`src/rtl/multi_bank_monitor_if.sv`:
```
`default_nettype none
// ============================================================================
// multi_bank_monitor_pkg / multi_bank_monitor_if
// Shared SDRAM command/status types and the snooped bus bundle.
// Revision: 1.0
// ============================================================================
package multi_bank_monitor_pkg;

  // {CS,RAS,CAS,WE}; CS is active low, so any 1xxx is a deselect
  typedef enum logic [3:0] {
    CMD_MRS          = 4'b0000,
    CMD_AUTO_REFRESH = 4'b0001,
    CMD_PRECHARGE    = 4'b0010,
    CMD_ACTIVE       = 4'b0011,
    CMD_WRITE        = 4'b0100,
    CMD_READ         = 4'b0101,
    CMD_BURST_TERM   = 4'b0110,
    CMD_NOP          = 4'b0111
  } commands_t;

  typedef enum logic [1:0] {
    ONE_BYTE    = 2'd0,
    FOUR_BYTES  = 2'd1,
    EIGHT_BYTES = 2'd2
  } burst_size_t;

  typedef enum logic [1:0] {
    BANK_NOT_READY   = 2'd0,
    BANK_READ_READY  = 2'd1,
    BANK_WRITE_READY = 2'd2,
    BANK_FULL_READY  = 2'd3
  } bank_status_t;

endpackage

interface multi_bank_monitor_if #(
  parameter int NUM_BANKS = 4,
  parameter int BANK_W    = (NUM_BANKS > 2) ? $clog2(NUM_BANKS) : 1
) ();

  logic                                              CS;
  logic                                              RAS;
  logic                                              CAS;
  logic                                              WE;
  logic [BANK_W-1:0]                                 B;
  logic                                              A10;
  multi_bank_monitor_pkg::burst_size_t               pool_rburst_size;
  multi_bank_monitor_pkg::burst_size_t               pool_wburst_size;
  multi_bank_monitor_pkg::bank_status_t [NUM_BANKS-1:0] bank_status;
  logic [NUM_BANKS-1:0]                              bank_open;
  logic                                              all_idle;
  logic                                              cmd_err;
  logic [BANK_W-1:0]                                 cmd_err_bank;

  modport master (
    output CS, RAS, CAS, WE, B, A10, pool_rburst_size, pool_wburst_size,
    input  bank_status, bank_open, all_idle, cmd_err, cmd_err_bank
  );

  modport slave (
    input  CS, RAS, CAS, WE, B, A10, pool_rburst_size, pool_wburst_size,
    output bank_status, bank_open, all_idle, cmd_err, cmd_err_bank
  );

endinterface
`default_nettype wire

```
`src/rtl/multi_bank_monitor.sv`:
```
`default_nettype none
// ============================================================================
// multi_bank_monitor
// Snoops the SDRAM command bus and tracks per-bank readiness and open rows.
// Revision: 1.0
// ============================================================================
module multi_bank_monitor
  import multi_bank_monitor_pkg::*;
#(
  parameter int NUM_BANKS = 4,
  parameter int BANK_W    = (NUM_BANKS > 2) ? $clog2(NUM_BANKS) : 1,
  parameter int T_RCD     = 2,
  parameter int T_RP      = 2,
  parameter int T_MRD     = 2,
  parameter int T_RFC     = 4,
  parameter int RD_TAIL   = 2,
  parameter int WR_TAIL   = 1
) (
  input wire                  clk,
  input wire                  n_rst,
  multi_bank_monitor_if.slave bus
);

  function automatic int imax(input int a, input int b);
    return (a > b) ? a : b;
  endfunction

  // Longest burst is 4 busy cycles, so the counter must cover at least that
  localparam int CNT_MAX = imax(imax(imax(T_RCD, T_RP), imax(T_MRD, T_RFC)),
                                imax(imax(RD_TAIL, WR_TAIL), 4));
  localparam int CNT_W   = $clog2(CNT_MAX + 1);

  localparam logic [CNT_W-1:0] C_RCD  = CNT_W'(T_RCD - 1);
  localparam logic [CNT_W-1:0] C_RP   = CNT_W'(T_RP - 1);
  localparam logic [CNT_W-1:0] C_MRD  = CNT_W'(T_MRD - 1);
  localparam logic [CNT_W-1:0] C_RFC  = CNT_W'(T_RFC - 1);
  localparam logic [CNT_W-1:0] C_RDT  = CNT_W'(RD_TAIL - 1);
  localparam logic [CNT_W-1:0] C_WRT  = CNT_W'(WR_TAIL - 1);

  typedef enum logic [3:0] {
    S_IDLE        = 4'd0,
    S_ACTIVATING  = 4'd1,
    S_ACTIVE      = 4'd2,
    S_READING     = 4'd3,
    S_READ_SEMI   = 4'd4,
    S_WRITING     = 4'd5,
    S_WRITE_SEMI  = 4'd6,
    S_PRECHARGING = 4'd7,
    S_GLOBAL_BUSY = 4'd8
  } bank_state_t;

  function automatic logic [CNT_W-1:0] burst_load(input burst_size_t sz);
    case (sz)
      FOUR_BYTES:  return CNT_W'(1);
      EIGHT_BYTES: return CNT_W'(3);
      default:     return CNT_W'(0);
    endcase
  endfunction

  function automatic bank_status_t status_of(input bank_state_t s);
    case (s)
      S_IDLE, S_ACTIVE: return BANK_FULL_READY;
      S_READ_SEMI:      return BANK_READ_READY;
      S_WRITE_SEMI:     return BANK_WRITE_READY;
      default:          return BANK_NOT_READY;
    endcase
  endfunction

  function automatic logic is_open(input bank_state_t s);
    return s inside {S_ACTIVATING, S_ACTIVE, S_READING, S_READ_SEMI,
                     S_WRITING, S_WRITE_SEMI};
  endfunction

  bank_state_t                  r_state     [NUM_BANKS];
  logic [CNT_W-1:0]             r_cnt       [NUM_BANKS];
  bank_state_t                  w_nxt_state [NUM_BANKS];
  logic [CNT_W-1:0]             w_nxt_cnt   [NUM_BANKS];
  bank_status_t [NUM_BANKS-1:0] r_status;
  logic [NUM_BANKS-1:0]         r_open;
  logic                         r_err;
  logic [BANK_W-1:0]            r_err_bank;

  logic [3:0]        w_cmd;
  bank_state_t       w_tgt;
  logic              w_bank_cmd;
  logic              w_pre_all;
  logic              w_is_mrs;
  logic              w_global;
  logic              w_b_ok;
  logic              w_legal;
  logic              w_pa_blocked;
  logic              w_all_idle;
  logic              w_bank_go;
  logic              w_pa_go;
  logic              w_glob_go;
  logic              w_err;
  logic [BANK_W-1:0] w_err_bank;

  always_comb begin
    w_cmd        = {bus.CS, bus.RAS, bus.CAS, bus.WE};
    w_pre_all    = (w_cmd == CMD_PRECHARGE) && bus.A10;
    w_bank_cmd   = (w_cmd == CMD_ACTIVE) || (w_cmd == CMD_READ) ||
                   (w_cmd == CMD_WRITE) || ((w_cmd == CMD_PRECHARGE) && !bus.A10);
    w_is_mrs     = (w_cmd == CMD_MRS);
    w_global     = w_is_mrs || (w_cmd == CMD_AUTO_REFRESH);
    w_b_ok       = int'(bus.B) < NUM_BANKS;
    w_tgt        = S_IDLE;
    w_all_idle   = 1'b1;
    w_pa_blocked = 1'b0;
    for (int i = 0; i < NUM_BANKS; i++) begin
      if (bus.B == BANK_W'(i)) w_tgt = r_state[i];
      if (r_state[i] != S_IDLE) w_all_idle = 1'b0;
      if (r_state[i] inside {S_ACTIVATING, S_READING, S_WRITING}) w_pa_blocked = 1'b1;
    end

    // Same-direction restarts are the only commands accepted by a NOT_READY bank
    w_legal = 1'b0;
    if (w_b_ok) begin
      case (w_cmd)
        CMD_ACTIVE:    w_legal = (w_tgt == S_IDLE);
        CMD_READ:      w_legal = w_tgt inside {S_ACTIVE, S_READING, S_READ_SEMI, S_WRITE_SEMI};
        CMD_WRITE:     w_legal = w_tgt inside {S_ACTIVE, S_WRITING, S_WRITE_SEMI, S_READ_SEMI};
        CMD_PRECHARGE: w_legal = w_tgt inside {S_ACTIVE, S_READ_SEMI, S_WRITE_SEMI};
        default:       w_legal = 1'b0;
      endcase
    end

    w_bank_go  = w_bank_cmd && w_legal;
    w_pa_go    = w_pre_all && !w_pa_blocked;
    w_glob_go  = w_global && w_all_idle;
    w_err      = (w_bank_cmd && !w_legal) || (w_pre_all && w_pa_blocked) ||
                 (w_global && !w_all_idle);
    w_err_bank = w_bank_cmd ? bus.B : '0;
  end

  always_comb begin
    for (int i = 0; i < NUM_BANKS; i++) begin
      w_nxt_state[i] = r_state[i];
      w_nxt_cnt[i]   = r_cnt[i];
      if (w_glob_go) begin
        w_nxt_state[i] = S_GLOBAL_BUSY;
        w_nxt_cnt[i]   = w_is_mrs ? C_MRD : C_RFC;
      end else if (w_pa_go && (r_state[i] inside {S_ACTIVE, S_READ_SEMI, S_WRITE_SEMI})) begin
        w_nxt_state[i] = S_PRECHARGING;
        w_nxt_cnt[i]   = C_RP;
      end else if (w_bank_go && (bus.B == BANK_W'(i))) begin
        case (w_cmd)
          CMD_ACTIVE: begin
            w_nxt_state[i] = S_ACTIVATING;
            w_nxt_cnt[i]   = C_RCD;
          end
          CMD_READ: begin
            w_nxt_state[i] = S_READING;
            w_nxt_cnt[i]   = burst_load(bus.pool_rburst_size);
          end
          CMD_WRITE: begin
            w_nxt_state[i] = S_WRITING;
            w_nxt_cnt[i]   = burst_load(bus.pool_wburst_size);
          end
          default: begin
            w_nxt_state[i] = S_PRECHARGING;
            w_nxt_cnt[i]   = C_RP;
          end
        endcase
      end else if (r_state[i] != S_IDLE && r_state[i] != S_ACTIVE) begin
        if (r_cnt[i] != '0) begin
          w_nxt_cnt[i] = r_cnt[i] - CNT_W'(1);
        end else begin
          case (r_state[i])
            S_READING: begin
              w_nxt_state[i] = S_READ_SEMI;
              w_nxt_cnt[i]   = C_RDT;
            end
            S_WRITING: begin
              w_nxt_state[i] = S_WRITE_SEMI;
              w_nxt_cnt[i]   = C_WRT;
            end
            S_ACTIVATING, S_READ_SEMI, S_WRITE_SEMI: w_nxt_state[i] = S_ACTIVE;
            default:                                 w_nxt_state[i] = S_IDLE;
          endcase
        end
      end
    end
  end

  always_ff @(posedge clk or negedge n_rst) begin
    if (!n_rst) begin
      for (int i = 0; i < NUM_BANKS; i++) begin
        r_state[i]  <= S_IDLE;
        r_cnt[i]    <= '0;
        r_status[i] <= BANK_FULL_READY;
      end
      r_open     <= '0;
      r_err      <= 1'b0;
      r_err_bank <= '0;
    end else begin
      for (int i = 0; i < NUM_BANKS; i++) begin
        r_state[i]  <= w_nxt_state[i];
        r_cnt[i]    <= w_nxt_cnt[i];
        r_status[i] <= status_of(w_nxt_state[i]);
        r_open[i]   <= is_open(w_nxt_state[i]);
      end
      r_err <= w_err;
      if (w_err) r_err_bank <= w_err_bank;
    end
  end

  assign bus.bank_status  = r_status;
  assign bus.bank_open    = r_open;
  assign bus.all_idle     = w_all_idle;
  assign bus.cmd_err      = r_err;
  assign bus.cmd_err_bank = r_err_bank;

endmodule
`default_nettype wire

```
`src/flat_wrapper.sv`:
```
// flat-port wrapper written by rule: the top's interface ports become plain ports
module multi_bank_monitor_flat import multi_bank_monitor_pkg::*;
#(
  parameter int NUM_BANKS = 4,
  parameter int BANK_W    = (NUM_BANKS > 2) ? $clog2(NUM_BANKS) : 1,
  parameter int T_RCD     = 2,
  parameter int T_RP      = 2,
  parameter int T_MRD     = 2,
  parameter int T_RFC     = 4,
  parameter int RD_TAIL   = 2,
  parameter int WR_TAIL   = 1
)
  (clk, n_rst, bus_CS, bus_RAS, bus_CAS, bus_WE, bus_B, bus_A10, bus_pool_rburst_size, bus_pool_wburst_size, bus_bank_status, bus_bank_open, bus_all_idle, bus_cmd_err, bus_cmd_err_bank);
  multi_bank_monitor_if #(.NUM_BANKS(NUM_BANKS), .BANK_W(BANK_W)) bus_i ();
  input wire clk;
  input wire n_rst;
  input wire logic [$bits(bus_i.CS)-1:0] bus_CS;
  input wire logic [$bits(bus_i.RAS)-1:0] bus_RAS;
  input wire logic [$bits(bus_i.CAS)-1:0] bus_CAS;
  input wire logic [$bits(bus_i.WE)-1:0] bus_WE;
  input wire logic [$bits(bus_i.B)-1:0] bus_B;
  input wire logic [$bits(bus_i.A10)-1:0] bus_A10;
  input wire logic [$bits(bus_i.pool_rburst_size)-1:0] bus_pool_rburst_size;
  input wire logic [$bits(bus_i.pool_wburst_size)-1:0] bus_pool_wburst_size;
  output wire logic [$bits(bus_i.bank_status)-1:0] bus_bank_status;
  output wire logic [$bits(bus_i.bank_open)-1:0] bus_bank_open;
  output wire logic [$bits(bus_i.all_idle)-1:0] bus_all_idle;
  output wire logic [$bits(bus_i.cmd_err)-1:0] bus_cmd_err;
  output wire logic [$bits(bus_i.cmd_err_bank)-1:0] bus_cmd_err_bank;
  assign bus_i.CS = bus_CS;
  assign bus_i.RAS = bus_RAS;
  assign bus_i.CAS = bus_CAS;
  assign bus_i.WE = bus_WE;
  assign bus_i.B = bus_B;
  assign bus_i.A10 = bus_A10;
  assign bus_i.pool_rburst_size = bus_pool_rburst_size;
  assign bus_i.pool_wburst_size = bus_pool_wburst_size;
  assign bus_bank_status = bus_i.bank_status;
  assign bus_bank_open = bus_i.bank_open;
  assign bus_all_idle = bus_i.all_idle;
  assign bus_cmd_err = bus_i.cmd_err;
  assign bus_cmd_err_bank = bus_i.cmd_err_bank;
  multi_bank_monitor #(.NUM_BANKS(NUM_BANKS), .BANK_W(BANK_W), .T_RCD(T_RCD), .T_RP(T_RP), .T_MRD(T_MRD), .T_RFC(T_RFC), .RD_TAIL(RD_TAIL), .WR_TAIL(WR_TAIL)) u_core (.clk(clk), .n_rst(n_rst), .bus(bus_i));
endmodule
```
`config.mk`:
```
export PLATFORM = sky130hd
export DESIGN_NAME = multi_bank_monitor_flat
export DESIGN_NICKNAME = d
export VERILOG_FILES = /design/src/rtl/multi_bank_monitor_if.sv /design/src/rtl/multi_bank_monitor.sv /design/src/flat_wrapper.sv
export SDC_FILE = /design/constraint.sdc
export NUM_CORES = 1
export LEC_CHECK = 0
export CAP_MARGIN = 20
export CORE_ASPECT_RATIO = 1.4
export CORE_MARGIN = 5
export CORE_UTILIZATION = 60
export CTS_BUF_LIST = sky130_fd_sc_hd__clkbuf_4 sky130_fd_sc_hd__clkbuf_8
export DETAILED_ROUTE_END_ITERATION = 12
export GPL_ROUTABILITY_DRIVEN = 1
export GPL_TIMING_DRIVEN = 0
export HOLD_SLACK_MARGIN = 0.12
export PLACE_DENSITY = 0.95
export RECOVER_POWER = 100
export SLEW_MARGIN = 20
export SYNTH_ARGS = -nofsm -noshare
export SYNTH_HDL_FRONTEND = slang
export SYNTH_SLANG_ARGS = --single-unit
```
`constraint.sdc`:
```
create_clock -name clk -period 2.4 [get_ports clk]
set_input_delay 0.6 -clock clk [delete_from_list [all_inputs] [get_ports clk]]
set_output_delay 0.6 -clock clk [all_outputs]
set_load 0.02 [all_outputs]
```
-- Word-level counts from Yosys, hierarchy flattened
Index checks and enable logic that the tools add are counted.
- register bits after elaboration: 43
- input port bits: 13
- output and inout port bits: 16
- word-level logic and storage cells: 239
- add/sub/neg operators: 4
- equal/unequal tests: 69
- muxes and demuxes: 71
- reductions and logical operators: 80
- operators with widths (cell ; number):
    4-bit by 3-bit == test with 1-bit output, second input constant ; 29
    4-bit 2-to-1 mux ; 24
    4-bit by 2-bit == test with 1-bit output, second input constant ; 20
    3-bit 2-to-1 mux ; 20
    6-bit nonzero test ; 8
    3-bit one-hot mux with 3 select lines ; 5
    4-bit nonzero test ; 10
    3-bit nonzero test ; 13
    4-bit by 1-bit == test with 1-bit output, second input constant ; 9
    3-bit one-hot mux with 2 select lines ; 5
    4-bit zero test ; 6
    2-bit one-hot mux with 3 select lines ; 4
    1-bit logical AND ; 20
    4-bit by 2-bit inequality test with 1-bit output, second input constant ; 4
    3-bit OR reduction ; 4
    3-bit by 1-bit subtractor with 3-bit output, second input constant ; 4
    2-bit == test, second input constant ; 4
    1-bit 2-to-1 mux ; 8
    2-bit one-hot mux with 2 select lines ; 2
    2-bit AND reduction ; 4
    2-bit OR reduction ; 4
    2-bit by 1-bit == test with 1-bit output, second input constant ; 3
    1-bit logical OR ; 6
    1-bit zero test ; 4
    other kinds (3) ; 4

-- Logic depth before layout (Yosys ltp)
Gate-level depths: netlist of the first run.
- depth in word-level cells: 16
- gate-level depth with buffers: 9
- depth with buffers taken out: 9

-- Worst setup path before layout of the first run
No wires, ideal clock.
- kind: input to register
- start: input port bus_B[0]
- end: register u_core.r_cnt[3] (netlist bit)
- setup time: 0.124 ns
- arrival time: 2.347 ns
- data required time: 2.276 ns
- slack: -0.071 ns
- cell stages on the path: 7
- buffers on the path: 1
- path through: buf_6 mux4_2 or3b_1 a31oi_4 o211a_1 nand2_1 a211o_1
- cells in the longest elaborated chain, start to end: 13
- elaborated cells on any way between the ends: 26
- classes of those cells: eq/ne: 8; mux: 8; reduce/logical: 10
- RTL lines (what ; RTL line ; source):
    start, declared ; flat_wrapper.sv:21 ; input wire logic [$bits(bus_i.B)-1:0] bus_B;
    2-bit zero test ; multi_bank_monitor.sv:111 ; if (bus.B == BANK_W'(i)) w_tgt = r_state[i];
    4-bit 2-to-1 mux (4 in a row) ; multi_bank_monitor.sv:111 ;
    4-bit by 2-bit == test with 1-bit output, or another cell as far along ; multi_bank_monitor.sv:121, multi_bank_monitor.sv:122, multi_bank_monitor.sv:123 ;
    4-bit nonzero test, or another cell as far along ; multi_bank_monitor.sv:122 ; CMD_WRITE: w_legal = w_tgt inside {S_ACTIVE, S_WRITING, S_WRITE_SEMI, S_READ_SEMI};
    1-bit one-hot mux with 4 select lines ; multi_bank_monitor.sv:119 ; case (w_cmd)
    1-bit logical AND ; multi_bank_monitor.sv:128 ; w_bank_go = w_bank_cmd && w_legal;
    1-bit logical AND (*) ; multi_bank_monitor.sv:146 ; end else if (w_bank_go && (bus.B == BANK_W'(i))) begin
    3-bit 2-to-1 mux ; multi_bank_monitor.sv:146 ;
    3-bit 2-to-1 mux ; multi_bank_monitor.sv:143 ; end else if (w_pa_go && (r_state[i] inside {S_ACTIVE, S_READ_SEMI, S_WRITE_SEMI})) begin
    3-bit 2-to-1 mux ; multi_bank_monitor.sv:140 ; if (w_glob_go) begin
    end signal, assigned by index ; multi_bank_monitor.sv:199 ; r_cnt[i] <= w_nxt_cnt[i];
    end, declared ; multi_bank_monitor.sv:75 ; logic [CNT_W-1:0] r_cnt [NUM_BANKS];
Mark *: on every way between the ends. The rest lies on a longest branch, timed or not.
A chain may end at the register's enable or synchronous reset.

-- Worst setup path in the final report of the first run
- start: register u_core.r_state[7] (netlist bit)
- end: output port bus_all_idle
- cells in the longest elaborated chain, start to end: 3
- RTL lines (what ; RTL line ; source):
    start, declared ; multi_bank_monitor.sv:74 ; bank_state_t r_state [NUM_BANKS];
    start signal, assigned by index ; multi_bank_monitor.sv:198 ; r_state[i] <= w_nxt_state[i];
    4-bit nonzero test ; multi_bank_monitor.sv:112 ; if (r_state[i] != S_IDLE) w_all_idle = 1'b0;
    1-bit 2-to-1 mux (2 in a row) ; multi_bank_monitor.sv:112 ;
    end, declared ; flat_wrapper.sv:27 ; output wire logic [$bits(bus_i.all_idle)-1:0] bus_all_idle;
No other way between the ends.

==> reports/results.ini, run 1 <==
[timing]
timing.max_slew.rel_slack_pct=38.7
fin_max_slew_vios=0
fmax_ghz=0.394
setup_repair_after_global_routing_missed_its_margin=true
worst_clock_skew_ps=14.4
worst_slack_ps=-138
time_the_final_worst_path_needs_with_i_o_delays_and_setup_ps=2540
period_share_pct=106
endpoints_failing_hold=0
whs_ps=402
tightestPinTransition_ps=919
finalSetupViolations=16
totalNegativeSetupSlack_ps=-937

[finish]
syn2layout_area_growth_pct=23.8
final_area_mm2=0.00396
antenna_cells=0
drive_above_1_share_pct=23.1
finalNetCount=455

[logic_synthesis]
postSynthCellCount=381
post_synth_num_cell_types=67
yosysWarnings=0
synth_enable_flop_cells=0
synthSimpleGateAreaFrac_pct=23.9
synth_fa_ha_area_share_pct=3.91
synth_async_sr_flop_share_pct=100
synth-compound-area-share_pct=23.6
post_synth_xor_area_fraction_pct=0.821
yosysSeqAreaShare_pct=33.9
syn-mean-instance-area_um2=8.40
ys_dominant_reg_cell=sky130_fd_sc_hd__dfrtp_1
ff_latch_count_synth=43
dominant_combinational_cell_family_by_area_after_synthesis=simple AND/OR/NAND/NOR gates
synthesis.nets=404
synth.area.mux_share_pct=7.82
netlist_area_mm2=0.00320

[power_and_ir_drop]
cellLeakagePower_nw=1.74
power_switching_share_pct=44.8
ir_drop_uv=608
total_power_mw=3.72
netSwitchingPower_mw=1.66
p_per_area_mw_per_mm2=938
seq_power_share_pct=31.0
internal_power_mw=2.05
clock_power_share_pct=12.9
p_comb_share_pct=56.1

[routing]
postRouteWirelength_mm=10.5
final_antenna_net_count=0
drc=0
drt-vias-per-instance=7.04
drt-pass1-iter-count=6
wl_per_cell_um=21.0
detailedRoute.firstIterationViolations=448
vias=3513

[floorplanning]
die_height_um=96.4
area_of_the_placeable_core_mm2=0.00520
placementRows=31
start_util_pct=61.6
num_io_pins=29
dieWidth_um=71.7
die_area_mm2=0.00692

[clock_network]
cts-root-to-sink-buffers=2
insertion_delay_ps=300
clkSlewWorstSetupHoldPaths_ps=90
cts_hold_buf=0
cts.root.buffer_cell=sky130_fd_sc_hd__clkbuf_8
cts_sink_count=43
tritoncts=done
tritoncts.num_buffers=5
htree_levels=2

[outcome]
run_status=complete, but fails checks
violated_checks=setup timing

[setup_path]
setup.worst_path.end_class=output pin
worst-path-buf-inv=2
cp_data_arrival_time_ps=1940
ff2ff_setup_slack_ps=-110
critPathRequiredTime_ps=1800
critical_path.cell_chain=clkbuf_1 -> nor3_2 -> nand3_1 -> nor2_2 -> clkdlybuf4s15_2
worst_path_max_delay_cell=sky130_fd_sc_hd__dfrtp_1
cpLargestDelayFamily=simple AND/OR/NAND/NOR gates
crit_path_max_incr_delay_ps=380
worstSetupStartpointType=register
critical_path_class=register to output pin
path_max_fanout=10

[place]
place_worst_setup_slack_ps=-1060
dpl-instance-area_mm2=0.00357
gpl.final_weighted_congestion=0.959
numPortBuffers=27
hpwl_mm=6.27

[grt]
grt_antenna_before_repair=0
grt_use_total_pct=27.8
final_global_route_overflow_total=0
first_global_vias=3271
grt_pass1_wl_mm=15.1
largest_net_degree_at_the_start_of_global_routing=30

[run]
maxCapViolCount=0

[hold_path]
hp-class=input port to async pin

[path summary, 6_finish.rpt]
check                                            from                          to  cells past startpoint
max                                 u_core.r_state[7]                bus_all_idle                      5
min                                             n_rst  u_core.bus.cmd_err_bank[1]                      1
max reg2reg                         u_core.r_state[7]             u_core.r_cnt[1]                      7
min reg2reg                u_core.bus.cmd_err_bank[1]  u_core.bus.cmd_err_bank[1]                      1
max in group asynchronous                       n_rst             u_core.r_cnt[1]                      2
min in group clk           u_core.bus.cmd_err_bank[1]  u_core.bus.cmd_err_bank[1]                      1
[layout by cell type, fill, tap and decap left out, types with 5 or more instances in the layout]
| cell | synthesis | layout |
|---|---|---|
| sky130_fd_sc_hd__nor3b_1 | 7 | 6 |
| sky130_fd_sc_hd__dfstp_2 | 8 | 8 |
| sky130_fd_sc_hd__buf_4 | 0 | 15 |
| sky130_fd_sc_hd__o211ai_1 | 5 | 5 |
| sky130_fd_sc_hd__o21a_1 | 5 | 5 |
| sky130_fd_sc_hd__mux2i_1 | 16 | 16 |
| sky130_fd_sc_hd__clkdlybuf4s50_1 | 0 | 9 |
| sky130_fd_sc_hd__nor2_1 | 45 | 40 |
| sky130_fd_sc_hd__nand4_1 | 5 | 5 |
| sky130_fd_sc_hd__or2_2 | 7 | 7 |
| sky130_fd_sc_hd__a21oi_1 | 18 | 17 |
| sky130_fd_sc_hd__nand3_1 | 13 | 13 |
| sky130_fd_sc_hd__dfrtp_1 | 35 | 35 |
| sky130_fd_sc_hd__clkbuf_2 | 0 | 8 |
| sky130_fd_sc_hd__nor3_1 | 17 | 13 |
| sky130_fd_sc_hd__or3_1 | 5 | 5 |
| sky130_fd_sc_hd__buf_2 | 1 | 5 |
| sky130_fd_sc_hd__clkbuf_1 | 19 | 10 |
| sky130_fd_sc_hd__nand2b_1 | 6 | 6 |
| sky130_fd_sc_hd__inv_1 | 25 | 25 |
| sky130_fd_sc_hd__dlygate4sd3_1 | 0 | 11 |
| sky130_fd_sc_hd__a211oi_1 | 10 | 10 |
| sky130_fd_sc_hd__o21ai_0 | 23 | 22 |
| sky130_fd_sc_hd__clkbuf_8 | 0 | 6 |
| sky130_fd_sc_hd__ha_1 | 10 | 9 |
| sky130_fd_sc_hd__nand2_1 | 25 | 23 |
[worst register-to-register path, cell delays in order, from the launching register on]
cell                        delay, ps
sky130_fd_sc_hd__dfrtp_1          380
sky130_fd_sc_hd__clkbuf_1         250
sky130_fd_sc_hd__nor3_2           280
sky130_fd_sc_hd__nand3_1          220
sky130_fd_sc_hd__nor3_2           570
sky130_fd_sc_hd__o2bb2ai_1        350
sky130_fd_sc_hd__nor2_1            90
sky130_fd_sc_hd__a221oi_1         260
[cells by family after synthesis]
group | after synthesis
DFF | 43
xor gates and xnor gates | 3
muxes | 21
and+or+nand+nor | 150
AOI/OAI and AO/OA | 105
adders and majority gates | 10
buffers and inverters | 49
[registers in the layout (all words and copies together), names as in the netlist]
register,cells
u_core.bus.bank_status,8
u_core.bus.bank_open,4
u_core.bus.cmd_err,1
u_core.r_cnt,12
u_core.bus.cmd_err_bank,2
u_core.r_state,16
[power groups by stage]
| stage | Clock [mW] | Combinational (mW) | Sequential (mW) |
|---|---|---|---|
| 3_3_place_gp | 0 | 1.78 | 1.13 |
| 6_report | 0.480 | 2.09 | 1.15 |
| 5_1_grt | 0.516 | 2.25 | 1.17 |
| 4_1_cts | 0.486 | 1.92 | 1.13 |
| 2_1_floorplan | 0 | 1.25 | 1.22 |
| 3_5_place_dp | 0 | 1.85 | 1.14 |
[repair_timing]
item | in CTS | in global routing
resized for setup | 52 | 30
gates cloned | 0 | 1
pin swaps | 12 | 16
endpoints found under the setup margin | 40 | 15
buffers inserted | 8 | 8
[layer usage]
metal  track usage (%)  vias to the layer above  wire length (um)
met5                 0                        -                 0
met4              20.7                        0               874
met3              5.38                      104              1060
met2              48.7                      299              5070
met1              29.5                     1622              3490
li1                  -                     1488                 -
[synth_stat cells, drive strengths merged, types with 4 or more instances]
cell     n  share of area [%]
inv     25                2.9
dfrtp   35                 27
o21a     5                1.2
dfstp    8                6.6
or2      7                1.4
o211ai   6                1.6
nor3b    7                1.6
buf      5               0.86
ha      10                3.9
clkbuf  19                2.2
nand4    5               0.98
nor2    45                5.3
nor3    17                2.7
o21ai   27                4.8
nand3   14                2.3
nand2b   6                1.2
a31oi    4                1.4
nor2b    4               0.78
a211oi  10                2.3
nand2   25                2.9
mux2i   16                5.0
a21oi   18                2.8
or3      5               0.98
[layout make-up]
class | count | area [um2]
tap | 66 | 82.6
inverter | 25 | 93.8
multi-input combinational | 290 | 2100
buffer | 23 | 126
fill | 322 | 1230
sequential | 43 | 1090
clock buffer | 7 | 83.8
clock inverter | 1 | 5.00
timing repair buffer | 44 | 383
[stage by stage]
| step | std cells | util, % |
|---|---|---|
| 6_report | 499 | 76.2 |
| 2_1_floorplan | 381 | - |
| 3_5_place_dp | 475 | 68.7 |
| 4_1_cts | 491 | 74.2 |
| 5_1_grt | 499 | 76.2 |
| 3_3_place_gp | 474 | 68.4 |
Note: power is estimated with default switching activity, not from simulation.
==> run 2, diff against run 1 <==
- CORE_ASPECT_RATIO: 1.4 -> 0.75
- CORE_UTILIZATION: 60 -> 41
- PLACE_DENSITY: 0.95 -> 0.72
==> reports/results.ini, run 2 (synthesized netlist as in run 1, its figures left out) <==
[routing]
drc=0  ; unchanged
detailedRoute.firstIterationViolations=330  ; was 448
wl_per_cell_um=17.5  ; was 21.0 um
postRouteWirelength_mm=9.36  ; was 10.5 mm
drt-vias-per-instance=6.02  ; was 7.04
vias=3214  ; was 3513
drt-pass1-iter-count=5  ; was 6
final_antenna_net_count=0  ; unchanged

[grt]
grt_pass1_wl_mm=14.9  ; was 15.1 mm
largest_net_degree_at_the_start_of_global_routing=29  ; was 30
grt_use_total_pct=19.1  ; was 27.8%
final_global_route_overflow_total=0  ; unchanged
grt_antenna_before_repair=0  ; unchanged
first_global_vias=2913  ; was 3271

[timing]
time_the_final_worst_path_needs_with_i_o_delays_and_setup_ps=2370  ; was 2540 ps
whs_ps=335  ; was 402 ps
period_share_pct=98.7  ; was 106%
fmax_ghz=0.422  ; was 0.394 GHz
worst_clock_skew_ps=10.0  ; was 14.4 ps
timing.max_slew.rel_slack_pct=48.3  ; was 38.7%
endpoints_failing_hold=0  ; unchanged
tightestPinTransition_ps=775  ; was 919 ps
finalSetupViolations=0  ; was 16
fin_max_slew_vios=0  ; unchanged

[setup_path]
startpoint_of_the_most_critical_setup_path=bus_CS  ; was u_core.r_state[7]
worst-path-buf-inv=3  ; was 2
path_max_fanout=6  ; was 10
cpLargestDelayFamily=simple AND/OR/NAND/NOR gates  ; unchanged
worstSetupStartpointType=input port  ; was register
setup.worst_path.end_class=register  ; was output pin
cp_data_arrival_time_ps=2580  ; was 1940 ps
critical_path.cell_chain=dlygate4sd2_1 -> or3b_4 -> or3b_4 -> a31oi_4 -> buf_12 -> buf_6 -> o21ai_4 -> mux2i_1 -> a311oi_1  ; was clkbuf_1 -> nor3_2 -> nand3_1 -> nor2_2 -> clkdlybuf4s15_2
worst_path_max_delay_cell=sky130_fd_sc_hd__or3b_4  ; was sky130_fd_sc_hd__dfrtp_1
rr_startpoint=u_core.r_state[10]  ; was u_core.r_state[7]
critPathRequiredTime_ps=2610  ; was 1800 ps
crit_path_max_incr_delay_ps=400  ; was 380 ps
critical_path_class=input port to register  ; was register to output pin
crit_top_cell=sky130_fd_sc_hd__or3b_4

[place]
numPortBuffers=27  ; unchanged
dpl.cell_count=510  ; was 475
gpl.final_weighted_congestion=0.925  ; was 0.959
hpwl_mm=6.48  ; was 6.27 mm

[finish]
finalNetCount=455  ; unchanged
layout.cells.most_common_list=sky130_fd_sc_hd__nor2_1, sky130_fd_sc_hd__dfrtp_1, sky130_fd_sc_hd__inv_1, sky130_fd_sc_hd__nand2_1, sky130_fd_sc_hd__o21ai_0  ; unchanged
layout.filler_cells=648  ; was 322
most_common_cell_after_layout_fill_and_taps_aside=sky130_fd_sc_hd__nor2_1  ; unchanged
instances_no_fill=534  ; was 499
drive_above_1_share_pct=24.5  ; was 23.1%
syn2layout_area_growth_pct=27.0  ; was 23.8%
final_core_utilization_pct=54.5  ; was 76.2%
largest_register_ff_count=16  ; unchanged
antenna_cells=0  ; unchanged
max_flop_register=u_core.r_state  ; unchanged

[hold_path]
hp-class=input port to async pin  ; unchanged

[floorplanning]
placementRows=27  ; was 31
die_area_mm2=0.00969  ; was 0.00692 mm2
die_height_um=86.5  ; was 96.4 um
num_io_pins=29  ; unchanged
area_of_the_placeable_core_mm2=0.00747  ; was 0.00520 mm2
start_util_pct=42.9  ; was 61.6%
dieWidth_um=112  ; was 71.7 um

[power_and_ir_drop]
cellLeakagePower_nw=1.75  ; was 1.74 nW
p_per_area_mw_per_mm2=901  ; was 938 mW/mm2
total_power_mw=3.66  ; was 3.72 mW
ir_drop_uv=498  ; was 608 uV

[run]
maxCapViolCount=0  ; unchanged

[clock_network]
htree_levels=2  ; unchanged
tritoncts=done  ; unchanged
cts-root-to-sink-buffers=2  ; unchanged
clkSlewWorstSetupHoldPaths_ps=80  ; was 90 ps
tritoncts.num_buffers=5  ; unchanged
insertion_delay_ps=310  ; was 300 ps
cts_sink_count=43  ; unchanged
cts.root.buffer_cell=sky130_fd_sc_hd__clkbuf_8  ; unchanged

[outcome]
run_status=finished, final reports clean  ; was complete, but fails checks

## run 2: per-layer routing
metal  routed length [um]  global-route usage (%)
met5                    0                       0
met4                  131                    5.90
met3                 1020                    5.30
met2                 3930                    27.4
met1                 4270                    27.8
## run 2: worst reg2reg max path, delay by kind of cell (launching register included)
family	cells	cell delay, ps
and+or+nand+nor	1	270
DFF	1	450
muxes	2	830
AOI/OAI and AO/OA	2	300
buffers and inverters	3	410
## run 2: metrics by stage
stage	cell area (um2)	setup TNS [ps]	setup WS [ps]
after detailed placement	3610	-27100	-990
final	4070	0	31.5
after CTS	3930	0	2.47
after global routing	4070	-150	-52.8
after floorplan	3200	-110	-37.6
after global placement	3600	-43010	-1030
## run 2: cell type report
class                   instances  area, um2  share of cell area (%)
plain buffers                  21        121                    2.98
well taps                     101        126                    3.11
multi-input cells             290       2120                    52.2
clock buffers                   6       76.3                    1.88
flip-flops and latches         43       1090                    26.8
repair buffers                 46        424                    10.4
clock inverters                 2       12.5                   0.308
inverters                      25       93.8                    2.31
## run 2: final timing paths
kind	end	slack, ps	cells past startpoint
max in group asynchronous	u_core.r_state[14]	790	2
min in group clk	u_core.bus.cmd_err_bank[1]	510	1
max reg2reg	u_core.r_cnt[7]	50	8
min reg2reg	u_core.bus.cmd_err_bank[1]	510	1
min	u_core.r_state[12]	340	1
max	u_core.bus.bank_open[1]	30	9
## run 2: repair_timing
item                                    4_1_cts  5_1_grt
setup buffers                                 8       10
pin swaps                                    13       10
endpoints found under the setup margin       40       25
gates cloned                                  0        1
hold buffers                                  0        0
gates resized for setup                      46       42
## run 2: report_power, final
group	switching, mW	internal (mW)
logic	1.19	0.848
registers	0.157	0.983
clock network	0.269	0.215
